[src/rtl/conv_viterbi_dec_if.sv]
// rtl/conv_viterbi_dec_if.sv - symbol input and decoded-bit output bundle for conv_viterbi_dec
interface conv_viterbi_dec_if #(
   parameter int PM_W = 8
);
   logic            load;
   logic [1:0]      seed;
   logic            valid_in;
   logic            r1;
   logic            r2;
   logic            ready;
   logic            data_out;
   logic            valid_out;
   logic [PM_W-1:0] metric_out;

   modport master (
      output load, seed, valid_in, r1, r2,
      input  ready, data_out, valid_out, metric_out
   );

   modport slave (
      input  load, seed, valid_in, r1, r2,
      output ready, data_out, valid_out, metric_out
   );
endinterface

[src/rtl/conv_viterbi_dec.sv]
// rtl/conv_viterbi_dec.sv - hard-decision K=3 (7,5) Viterbi decoder, full-frame traceback
// Optional build macro: VITDEC_ZERO_TERM_EN forces traceback from state 0.
module conv_viterbi_dec #(
   parameter int FRAME_LEN = 40,
   parameter int PM_W      = 8
) (
   input  logic              clk,
   input  logic              reset,
   conv_viterbi_dec_if.slave bus
);
   localparam int STEP_W = $clog2(FRAME_LEN);
   localparam int OUT_W  = $clog2(FRAME_LEN + 1);

   localparam logic [1:0] S_IDLE  = 2'd0;
   localparam logic [1:0] S_ACS   = 2'd1;
   localparam logic [1:0] S_TRACE = 2'd2;
   localparam logic [1:0] S_OUT   = 2'd3;

   localparam logic [PM_W-1:0]   PM_MAX    = '1;
   localparam logic [STEP_W-1:0] STEP_LAST = STEP_W'(FRAME_LEN - 1);
   localparam logic [OUT_W-1:0]  OUT_DONE  = OUT_W'(FRAME_LEN);

   logic [1:0]           fsm;
   logic [STEP_W-1:0]    step;
   logic [1:0]           start_state;
   logic [PM_W-1:0]      pm [4];
   logic [3:0]           surv [FRAME_LEN];
   logic [FRAME_LEN-1:0] dec_bits;
   logic [1:0]           tb_state;
   logic [PM_W-1:0]      final_metric;
   logic [OUT_W-1:0]     out_idx;
   logic                 data_q;
   logic                 valid_q;
   logic [PM_W-1:0]      metric_q;

   logic                 accept;
   logic [1:0]           start_eff;
   logic [PM_W-1:0]      pm_src [4];
   logic [PM_W-1:0]      pm_new [4];
   logic [3:0]           dec_word;
   logic [1:0]           best_state;
   logic [PM_W-1:0]      best_metric;
   logic                 first_trace;
   logic [1:0]           cur_state;
   logic                 trace_dec;

   function automatic logic [1:0] branch_metric(input logic [1:0] s, input logic d,
                                                input logic a, input logic b);
      logic v1;
      logic v2;
      v1 = d ^ s[0] ^ s[1];
      v2 = d ^ s[1];
      return {1'b0, v1 ^ a} + {1'b0, v2 ^ b};
   endfunction

   function automatic logic [PM_W-1:0] sat_add(input logic [PM_W-1:0] a, input logic [1:0] b);
      logic [PM_W:0] sum;
      sum = {1'b0, a} + (PM_W + 1)'(b);
      return sum[PM_W] ? PM_MAX : sum[PM_W-1:0];
   endfunction

   assign accept    = bus.valid_in && ((fsm == S_IDLE) || (fsm == S_ACS));
   assign start_eff = ((fsm == S_IDLE) && bus.load) ? bus.seed : start_state;

   // In IDLE the ACS reads a freshly initialised metric set, so stale metrics never leak across frames.
   for (genvar g = 0; g < 4; g++) begin : g_acs
      localparam logic [1:0] NS = 2'(g);
      localparam logic [1:0] P0 = {1'b0, NS[1]};
      localparam logic [1:0] P1 = {1'b1, NS[1]};
      logic [PM_W-1:0] c0;
      logic [PM_W-1:0] c1;

      assign pm_src[g]   = (fsm == S_IDLE) ? ((start_eff == NS) ? '0 : PM_MAX) : pm[g];
      assign c0          = sat_add(pm_src[P0], branch_metric(P0, NS[0], bus.r1, bus.r2));
      assign c1          = sat_add(pm_src[P1], branch_metric(P1, NS[0], bus.r1, bus.r2));
      assign dec_word[g] = (c1 < c0);
      assign pm_new[g]   = (c1 < c0) ? c1 : c0;
   end

   always_comb begin
      best_state  = 2'd0;
      best_metric = pm[0];
`ifndef VITDEC_ZERO_TERM_EN
      for (int i = 1; i < 4; i++) begin
         if (pm[i] < best_metric) begin
            best_metric = pm[i];
            best_state  = 2'(i);
         end
      end
`endif
   end

   assign first_trace = (step == STEP_LAST);
   assign cur_state   = first_trace ? best_state : tb_state;
   assign trace_dec   = surv[step][cur_state];

   always_ff @(posedge clk) begin
      if (accept) begin
         surv[step] <= dec_word;
      end
      if (fsm == S_TRACE) begin
         dec_bits[step] <= cur_state[0];
      end
   end

   always_ff @(posedge clk or negedge reset) begin
      if (!reset) begin
         fsm          <= S_IDLE;
         step         <= '0;
         start_state  <= 2'd0;
         for (int i = 0; i < 4; i++) begin
            pm[i] <= (i == 0) ? '0 : PM_MAX;
         end
         tb_state     <= 2'd0;
         final_metric <= '0;
         out_idx      <= '0;
         data_q       <= 1'b0;
         valid_q      <= 1'b0;
         metric_q     <= '0;
      end else begin
         case (fsm)
            S_IDLE: begin
               if (bus.load) begin
                  start_state <= bus.seed;
               end
               if (bus.valid_in) begin
                  pm   <= pm_new;
                  step <= STEP_W'(1);
                  fsm  <= S_ACS;
               end
            end
            S_ACS: begin
               if (bus.valid_in) begin
                  pm <= pm_new;
                  if (step == STEP_LAST) begin
                     fsm <= S_TRACE;
                  end else begin
                     step <= step + STEP_W'(1);
                  end
               end
            end
            S_TRACE: begin
               if (first_trace) begin
                  final_metric <= best_metric;
               end
               tb_state <= {trace_dec, cur_state[1]};
               if (step == '0) begin
                  fsm     <= S_OUT;
                  out_idx <= '0;
               end else begin
                  step <= step - STEP_W'(1);
               end
            end
            default: begin
               if (out_idx == OUT_DONE) begin
                  valid_q <= 1'b0;
                  data_q  <= 1'b0;
                  step    <= '0;
                  fsm     <= S_IDLE;
               end else begin
                  valid_q  <= 1'b1;
                  data_q   <= dec_bits[out_idx];
                  metric_q <= final_metric;
                  out_idx  <= out_idx + OUT_W'(1);
               end
            end
         endcase
      end
   end

   assign bus.ready      = (fsm == S_IDLE) || (fsm == S_ACS);
   assign bus.data_out   = data_q;
   assign bus.valid_out  = valid_q;
   assign bus.metric_out = metric_q;
endmodule

[src/flat_wrapper.sv]
// flat-port wrapper written by rule: the top's interface ports become plain ports
module conv_viterbi_dec_flat 
#(
   parameter int FRAME_LEN = 40,
   parameter int PM_W      = 8
)
  (clk, reset, bus_load, bus_seed, bus_valid_in, bus_r1, bus_r2, bus_ready, bus_data_out, bus_valid_out, bus_metric_out);
  conv_viterbi_dec_if #(.PM_W(PM_W)) bus_i ();
  input  logic clk;
  input  logic reset;
  input wire logic [$bits(bus_i.load)-1:0] bus_load;
  input wire logic [$bits(bus_i.seed)-1:0] bus_seed;
  input wire logic [$bits(bus_i.valid_in)-1:0] bus_valid_in;
  input wire logic [$bits(bus_i.r1)-1:0] bus_r1;
  input wire logic [$bits(bus_i.r2)-1:0] bus_r2;
  output wire logic [$bits(bus_i.ready)-1:0] bus_ready;
  output wire logic [$bits(bus_i.data_out)-1:0] bus_data_out;
  output wire logic [$bits(bus_i.valid_out)-1:0] bus_valid_out;
  output wire logic [$bits(bus_i.metric_out)-1:0] bus_metric_out;
  assign bus_i.load = bus_load;
  assign bus_i.seed = bus_seed;
  assign bus_i.valid_in = bus_valid_in;
  assign bus_i.r1 = bus_r1;
  assign bus_i.r2 = bus_r2;
  assign bus_ready = bus_i.ready;
  assign bus_data_out = bus_i.data_out;
  assign bus_valid_out = bus_i.valid_out;
  assign bus_metric_out = bus_i.metric_out;
  conv_viterbi_dec #(.FRAME_LEN(FRAME_LEN), .PM_W(PM_W)) u_core (.clk(clk), .reset(reset), .bus(bus_i));
endmodule
[config.mk]
export PLATFORM = sky130hd
export DESIGN_NAME = conv_viterbi_dec_flat
export DESIGN_NICKNAME = d
export VERILOG_FILES = /design/src/rtl/conv_viterbi_dec_if.sv /design/src/rtl/conv_viterbi_dec.sv /design/src/flat_wrapper.sv
export SDC_FILE = /design/constraint.sdc
export NUM_CORES = 1
export LEC_CHECK = 0
export BUFFER_PORTS_ARGS = -buffer_cell sky130_fd_sc_hd__buf_4
export CAP_MARGIN = 10
export CORE_UTILIZATION = 61
export DETAILED_ROUTE_END_ITERATION = 7
export MAX_ROUTING_LAYER = met4
export PLACE_DENSITY = 0.76
export SLEW_MARGIN = 20
export SYNTH_ARGS = -nofsm -noshare
export SYNTH_HDL_FRONTEND = slang
export SYNTH_SLANG_ARGS = --single-unit
[constraint.sdc]
create_clock -name clk -period 6.93 [get_ports clk]
set_input_delay 1.386 -clock clk [delete_from_list [all_inputs] [get_ports clk]]
set_output_delay 1.386 -clock clk [all_outputs]
set_load 0.005 [all_outputs]
# [Word-level counts from Yosys, hierarchy flattened]
# Memories as Yosys holds them, arrays and structs flattened.
# Index checks and enable logic that the tools add are counted.
[totals] register_bits=108 n_memories=1 ramBits=160 in_bits=8 output_inout_bits=11
[classes] reduce_logical=17 magnitude_cmp=11 n_addsub=15 eq_ne=14 n_bitwise=5 mux=54
[memory_table] name="u_core.surv" depth=40 width=4 rd=1 rd_ports_with_merged_regs=0 wr=1 line_no="conv_viterbi_dec.sv:27" rtl="logic [3:0] surv [FRAME_LEN];"
[ops] operator="$mux 8" count=23
[ops] operator="$add 8x2->9" count=8
[ops] operator="$lt 8x8->1" count=7
[ops] operator="$mux 6" count=7
[ops] operator="$bwmux 40" count=1
[ops] operator="$mux 2" count=9
[ops] operator="$pmux 6 s3" count=1
[ops] operator="$lt 6x7->1 const B" count=2
[ops] operator="$add 6x1->6 const B" count=2
[ops] operator="$eq 6x6->1 const B" count=2
[ops] operator="$pmux 6 s2" count=1
[ops] operator="$ne 2x2->1 const B" count=5
[ops] operator="$reduce_and 5->1" count=2
[ops] operator="$add 1x1->2" count=4
[ops] operator="$mux 1" count=8
[ops] operator="$reduce_and 2->1" count=4
[ops] operator="$bmux 1 s6" count=1
[ops] operator="$demux 1 s6" count=1
[ops] operator="$eq 2x2->1 const B" count=3
[ops] operator="$ge 6x1->1 const B" count=1
[ops] operator="$logic_not 6->1" count=1
[ops] operator="$pmux 2 s3" count=1
[ops] operator="$sub 6x1->6 const B" count=1
[ops] operator="$not 1->1" count=5
[ops] operator="11 further kinds" count=16

# [Longest topological paths before layout]
[depth] word_depth=10 depth_mapped=26 mapped_depth_nobuf=24

# [Worst setup path after synthesis]
# OpenSTA, ideal clock, no wires.
[synth_timing] path_kind="input port to flip-flop" from="input bus_load" to="register u_core.pm[10] in the netlist's numbering" stages=17 path_slack_ns=1.531 n_path_buf=3 arrival_ns=5.338 setup_ns=0.061 t_required_ns=6.869 cell_sequence="buf_2 or3b_1 a21oi_2 clkbuf_1 nor2_1 ha_1 fa_1 nand2_1 mux2i_1 ha_1 a2111o_1 or2_2 o311a_1 buf_4 inv_2 and2_1 o22a_1"
[synth_via] elab_chain_len=9
[synth_rtl] item="start: declaration" line_no="flat_wrapper.sv:11" rtl="input wire logic [$bits(bus_i.load)-1:0] bus_load;"
[synth_rtl] item="$logic_and 1x1->1 (*)" line_no="conv_viterbi_dec.sv:63" rtl="assign start_eff = ((fsm == S_IDLE) && bus.load) ? bus.seed : start_state;"
[synth_rtl] item="$mux 2 (*)" line_no="conv_viterbi_dec.sv:63"
[synth_rtl] item="$eq 2x2->1 or $eq 2x1->1 (tied branches)" line_no="conv_viterbi_dec.sv:73" rtl="assign pm_src[g] = (fsm == S_IDLE) ? ((start_eff == NS) ? '0 : PM_MAX) : pm[g];"
[synth_rtl] item="$mux 8 (2 in series)" line_no="conv_viterbi_dec.sv:73"
[synth_rtl] item="$add 8x2->9" line_no="conv_viterbi_dec.sv:58" rtl="sum = {1'b0, a} + (PM_W + 1)'(b);"
[synth_rtl] item="$mux 8" line_no="conv_viterbi_dec.sv:59" rtl="return sum[PM_W] ? PM_MAX : sum[PM_W-1:0];"
[synth_rtl] item="$lt 8x8->1 (*)"
[synth_rtl] item="net u_core.dec_word[2]" line_no="conv_viterbi_dec.sv:40" rtl="logic [3:0] dec_word;"
[synth_rtl] item="$mux 8 (*)" line_no="conv_viterbi_dec.sv:77" rtl="assign pm_new[g] = (c1 < c0) ? c1 : c0;"
[synth_rtl] item="end signal: indexed assignment" line_no="conv_viterbi_dec.sv:112" rtl="pm[i] <= (i == 0) ? '0 : PM_MAX;"
[synth_rtl] item="end signal: assignment" line_no="conv_viterbi_dec.sv:127" rtl="pm <= pm_new;"
[synth_rtl] item="end signal: assignment" line_no="conv_viterbi_dec.sv:134" rtl="pm <= pm_new;"
[synth_rtl] item="end: declaration" line_no="conv_viterbi_dec.sv:26" rtl="logic [PM_W-1:0] pm [4];"
# The timed path passes the listed nets; every way through them passes the cells marked *.
# A chain may end at the register's enable or synchronous reset.

# [Worst setup path in the final report]
[layout_timing] from="register u_core.pm[31] in the netlist's numbering" to="register u_core.tb_state[1]"
[layout_via] elab_chain_len=9
[layout_rtl] item="$lt 8x8->1" line_no="conv_viterbi_dec.sv:85" rtl="if (pm[i] < best_metric) begin"
[layout_rtl] item="$mux 8" line_no="conv_viterbi_dec.sv:85"
[layout_rtl] item="$lt 8x8->1" line_no="conv_viterbi_dec.sv:85"
[layout_rtl] item="$mux 8" line_no="conv_viterbi_dec.sv:85"
[layout_rtl] item="$lt 8x8->1" line_no="conv_viterbi_dec.sv:85"
[layout_rtl] item="$mux 2 (*)" line_no="conv_viterbi_dec.sv:85"
[layout_rtl] item="$mux 2 (*)" line_no="conv_viterbi_dec.sv:94" rtl="assign cur_state = first_trace ? best_state : tb_state;"
[layout_rtl] item="net u_core.cur_state[0]" line_no="conv_viterbi_dec.sv:44" rtl="logic [1:0] cur_state;"
[layout_rtl] item="$bmux 1 s2 (*)" line_no="conv_viterbi_dec.sv:95" rtl="assign trace_dec = surv[step][cur_state];"
[layout_rtl] item="$mux 1 (implied by the code) (*)" line_no="conv_viterbi_dec.sv:95"
[layout_rtl] item="end signal: assignment" line_no="conv_viterbi_dec.sv:146" rtl="tb_state <= {trace_dec, cur_state[1]};"
[layout_rtl] item="end: declaration" line_no="conv_viterbi_dec.sv:29" rtl="logic [1:0] tb_state;"
# The timed path passes the listed nets; every way through them passes the cells marked *. The select of a mux whose other input is x is not followed.

==> impl_results.md <==
- GPL Wtd Cong: 0.9257
- Die height: 159.0 um
- DP HPWL: 26370 um
- Final Slew Violations: 0
- Clock latency on the worst-skew pair: 0.55 ns
- Yosys warnings: 0
- Post-CTS setup buffer count: 0
- Final hold violation count: 0
- Site row count: 57
- Setup WS post-layout: 0.7375 ns
- Async SR Flop Fraction: 25.37%
- Fin nets: 1456
- Layout cell share with drive strength beyond 1: 13.15%
- Post-synth EDFFs: 200
- Area grow syn2layout: 8.276%
- Setup Crit Path Kind: flop to flop
- Status: complete, no violations
- Remaining antenna violation count: 0
- Worst Max-Slew Pin Slew: 0.9470 ns
- R2R cell count: 23
- Seq/Total Area, Yosys: 51.49%
- Min Clock Period, post-route: 6.193 ns
- First drt pass iteration count: 6
- Post-synthesis cell type count: 81
- Met2 Track Usage GR: 53.03%
- Critical Path End: u_core.tb_state[1]$_DFFE_PN0P_
- Global Route Usage Sum: 32.10%
- Crit path launch: u_core.pm[31]$_DFFE_PN0P_
- FF-to-FF setup slack: 0.74 ns
- Mapped Nets: 1457
- Max Root-Sink Buffers: 3
- Critical path arrival: 6.58 ns
- Met3 Use GR: 3.464%
- Chip width: 159.0 um
- CTS tree: built
- Initial core utilization: 61.97%
- Post-synth top flop: edfxtp_1
- Synth Register Bits: 268
- Root buffer cell: clkbuf_16
- Critical path's largest stage delay: 0.53 ns
- CTS Buf Count: 27
- Mapped Cells: 1365
- Required @ worst endpoint: 7.32 ns
- Final setup viols: 0
- RR Endpoint: u_core.tb_state[1]$_DFFE_PN0P_
- R2r startpoint: u_core.pm[31]$_DFFE_PN0P_
- WP depth: 23
- Relative slew slack: 36.87%
- Wire per inst: 22.68 um
- CORE AREA: 24250 um^2
- Most used cell, CP: ha_1
- Worst-path cell chain: inv_1 -> ha_1 -> nand4_1 -> o31ai_4 -> mux2_2 -> inv_1 -> ha_1 -> a211o_1 -> a21oi_1 -> nand2_1 -> a31oi_1 -> a21oi_4 -> mux2i_1 -> ha_1 -> a21oi_1 -> nor2b_1 -> o21ai_0 -> o211ai_1 -> a21o_1 -> a31oi_4 -> o31a_4 -> mux2i_1 -> o311ai_2
- Tightest Hold Check Type: flop to flop
- Slowest cell on the critical path: o31ai_4
- Global routing's busiest layer: met2
- Number of global-route vias before repair: 11.17k
- Vias: 11.25k
- # IOs: 19
- Fin Clk Skew: 0.01346 ns
- Mean Syn Cell Area: 11.01 um^2
- # hold bufs at CTS: 0
- RSZ-0062 raised after global routing: no
- Buf+Inv Stages, Crit Path: 2
- Dpl ws: 0.8132 ns
- Antenna diode count: 0
- Post-synthesis cell area: 15030 um^2
- Die Footprint: 25270 um^2
- Crit path max fanout: 41
- CP endpoint kind: flop
- Global-route wire length before repair: 61660 um
- Via-per-instance ratio: 6.584
- Fin Setup TNS: 0 ns
- Grt met1 use: 41.81%
- # DRC: 0
- Largest net degree at the start of global routing: 69
- PostCTS Resize Cnt: 0
- Max-Cap Viols: 0
- CTS sink count: 268
- Clock H-tree levels: 1
- Initial antenna violation count: 0
- Period Utilization, post-route: 89.36%
- Worst setup SP type: flop
- Grt total ovfl: 0
- Total Wirelength: 38740 um
- Max Fclk: 0.1615 GHz
- Family with the most delay on the worst path: compound AO/OA/AOI/OAI gates
- Clock transition at the registers of the reported paths: 0.06 ns
- Port Buffers: 18
- DRT iter0 DRCs: 1217
Yosys cell counts, drive strengths merged (10+ instances only):
master	number	area (um^2)
a221oi	11	96.34
nor3	33	165.2
a31oi	15	108.9
nand3	29	145.1
mux2i	28	280.3
inv	48	180.2
a22oi	22	165.2
or2	11	68.82
buf	22	107.6
dfrtp	44	1101
nand2	100	375.4
o31ai	13	111.4
nand2b	19	118.9
o22ai	18	112.6
a21o	21	157.7
mux2	32	360.4
mux4	25	563.0
nor3b	10	80.07
and3	11	68.82
ha	75	938.4
clkbuf	42	157.7
dfstp	24	630.6
nor2	185	694.4
nor2b	12	75.07
and2	17	106.4
edfxtp	200	6006
a21oi	95	494.2
o21ai	76	380.4
worst reg2reg max path, cell delays in order (launching register included):
cell and delay [ns]:
dfrtp_1 0.50, inv_1 0.11, ha_1 0.35, nand4_1 0.20, o31ai_4 0.53, mux2_2 0.41, inv_1 0.06, ha_1 0.22
a211o_1 0.26, a21oi_1 0.32, nand2_1 0.17, a31oi_1 0.28, a21oi_4 0.12, mux2i_1 0.25, ha_1 0.28, a21oi_1 0.13
nor2b_1 0.05, o21ai_0 0.15, o211ai_1 0.12, a21o_1 0.19, a31oi_4 0.44, o31a_4 0.46, mux2i_1 0.31, o311ai_2 0.10
metrics by stage:
step | area, um^2 | hold slack (ns) | cells | utilization, %
after floorplan | 15030 | 0.4517 | 1365 | -
final | 16270 | 0.4975 | 1708 | 67.10
after detailed placement | 15430 | 0.4787 | 1659 | 63.62
after global routing | 16270 | 0.5192 | 1708 | 67.10
after CTS | 16270 | 0.5014 | 1708 | 67.10
after global placement | 15430 | 0.4741 | 1659 | 63.62
per-layer routing:
| metal | wire [um] | part of all wire [%] | up-vias |
|---|---|---|---|
| met5 | 0 | 0 | - |
| met4 | 1187 | 3.1 | 0 |
| met3 | 2989 | 7.7 | 95 |
| met2 | 19250 | 50 | 563 |
| met1 | 15310 | 40 | 5457 |
| li1 | - | - | 5130 |
cells by family (layout without fill, tap and decap cells):
kind of cell / Yosys count / count (layout) / share of synthesized area [%]
compound gates: 351 / 351 / 15.65
xor+xnor: 8 / 8 / 0.4662
fa+ha+maj: 84 / 84 / 7.444
buf+inv: 115 / 134 / 3.047
flops: 268 / 268 / 51.49
mux: 85 / 85 / 8.010
simple gates: 454 / 454 / 13.89
flip-flops by register name, indices dropped and copies added, names as in the netlist:
| signal | count |
|---|---|
| u_core.bus.data_out | 1 |
| u_core.bus.metric_out | 8 |
| u_core.bus.valid_out | 1 |
| u_core.dec_bits | 40 |
| u_core.final_metric | 8 |
| u_core.fsm | 2 |
| u_core.out_idx | 6 |
| u_core.pm | 32 |
| u_core.start_state | 2 |
| u_core.step | 6 |
| u_core.surv | 160 |
| u_core.tb_state | 2 |
worst min-delay path by stage:
stage / slack, ns / from / end / depth (start not counted)
finish: 0.50 / u_core.final_metric[5]$_DFFE_PN0P_ / u_core.final_metric[5]$_DFFE_PN0P_ / 2
global route: 0.52 / u_core.bus.metric_out[3]$_DFFE_PN0P_ / u_core.bus.metric_out[3]$_DFFE_PN0P_ / 1
global placement: 0.47 / u_core.final_metric[5]$_DFFE_PN0P_ / u_core.final_metric[5]$_DFFE_PN0P_ / 2
detailed placement: 0.48 / u_core.final_metric[5]$_DFFE_PN0P_ / u_core.final_metric[5]$_DFFE_PN0P_ / 2
floorplan: 0.45 / u_core.final_metric[0]$_DFFE_PN0P_ / u_core.final_metric[0]$_DFFE_PN0P_ / 2
CTS: 0.50 / u_core.final_metric[7]$_DFFE_PN0P_ / u_core.final_metric[7]$_DFFE_PN0P_ / 2
cell type report:
type	instances	area, um^2
fill	1849	7978
sequential	268	7739
multi-input combinational	982	6834
clock buffer	29	683.2
tap	324	405.4
timing repair buffer	34	255.2
inverter	51	192.7
clock inverter	20	161.4
placed cells by master (no fill, tap or decap), drive strengths merged, types with 28 or more instances in the layout:
| cell type | Yosys | routed |
|---|---|---|
| edfxtp | 200 | 200 |
| nor2 | 185 | 185 |
| nand2 | 100 | 100 |
| a21oi | 95 | 95 |
| o21ai | 76 | 76 |
| ha | 75 | 75 |
| inv | 48 | 50 |
| dfrtp | 44 | 44 |
| buf | 22 | 34 |
| nor3 | 33 | 33 |
| mux2 | 32 | 32 |
| nand3 | 29 | 29 |
| clkbuf | 42 | 29 |
| mux2i | 28 | 28 |
Power is not shown: default switching activity piles up to over one toggle a cycle in this logic, so the estimate is an artifact.
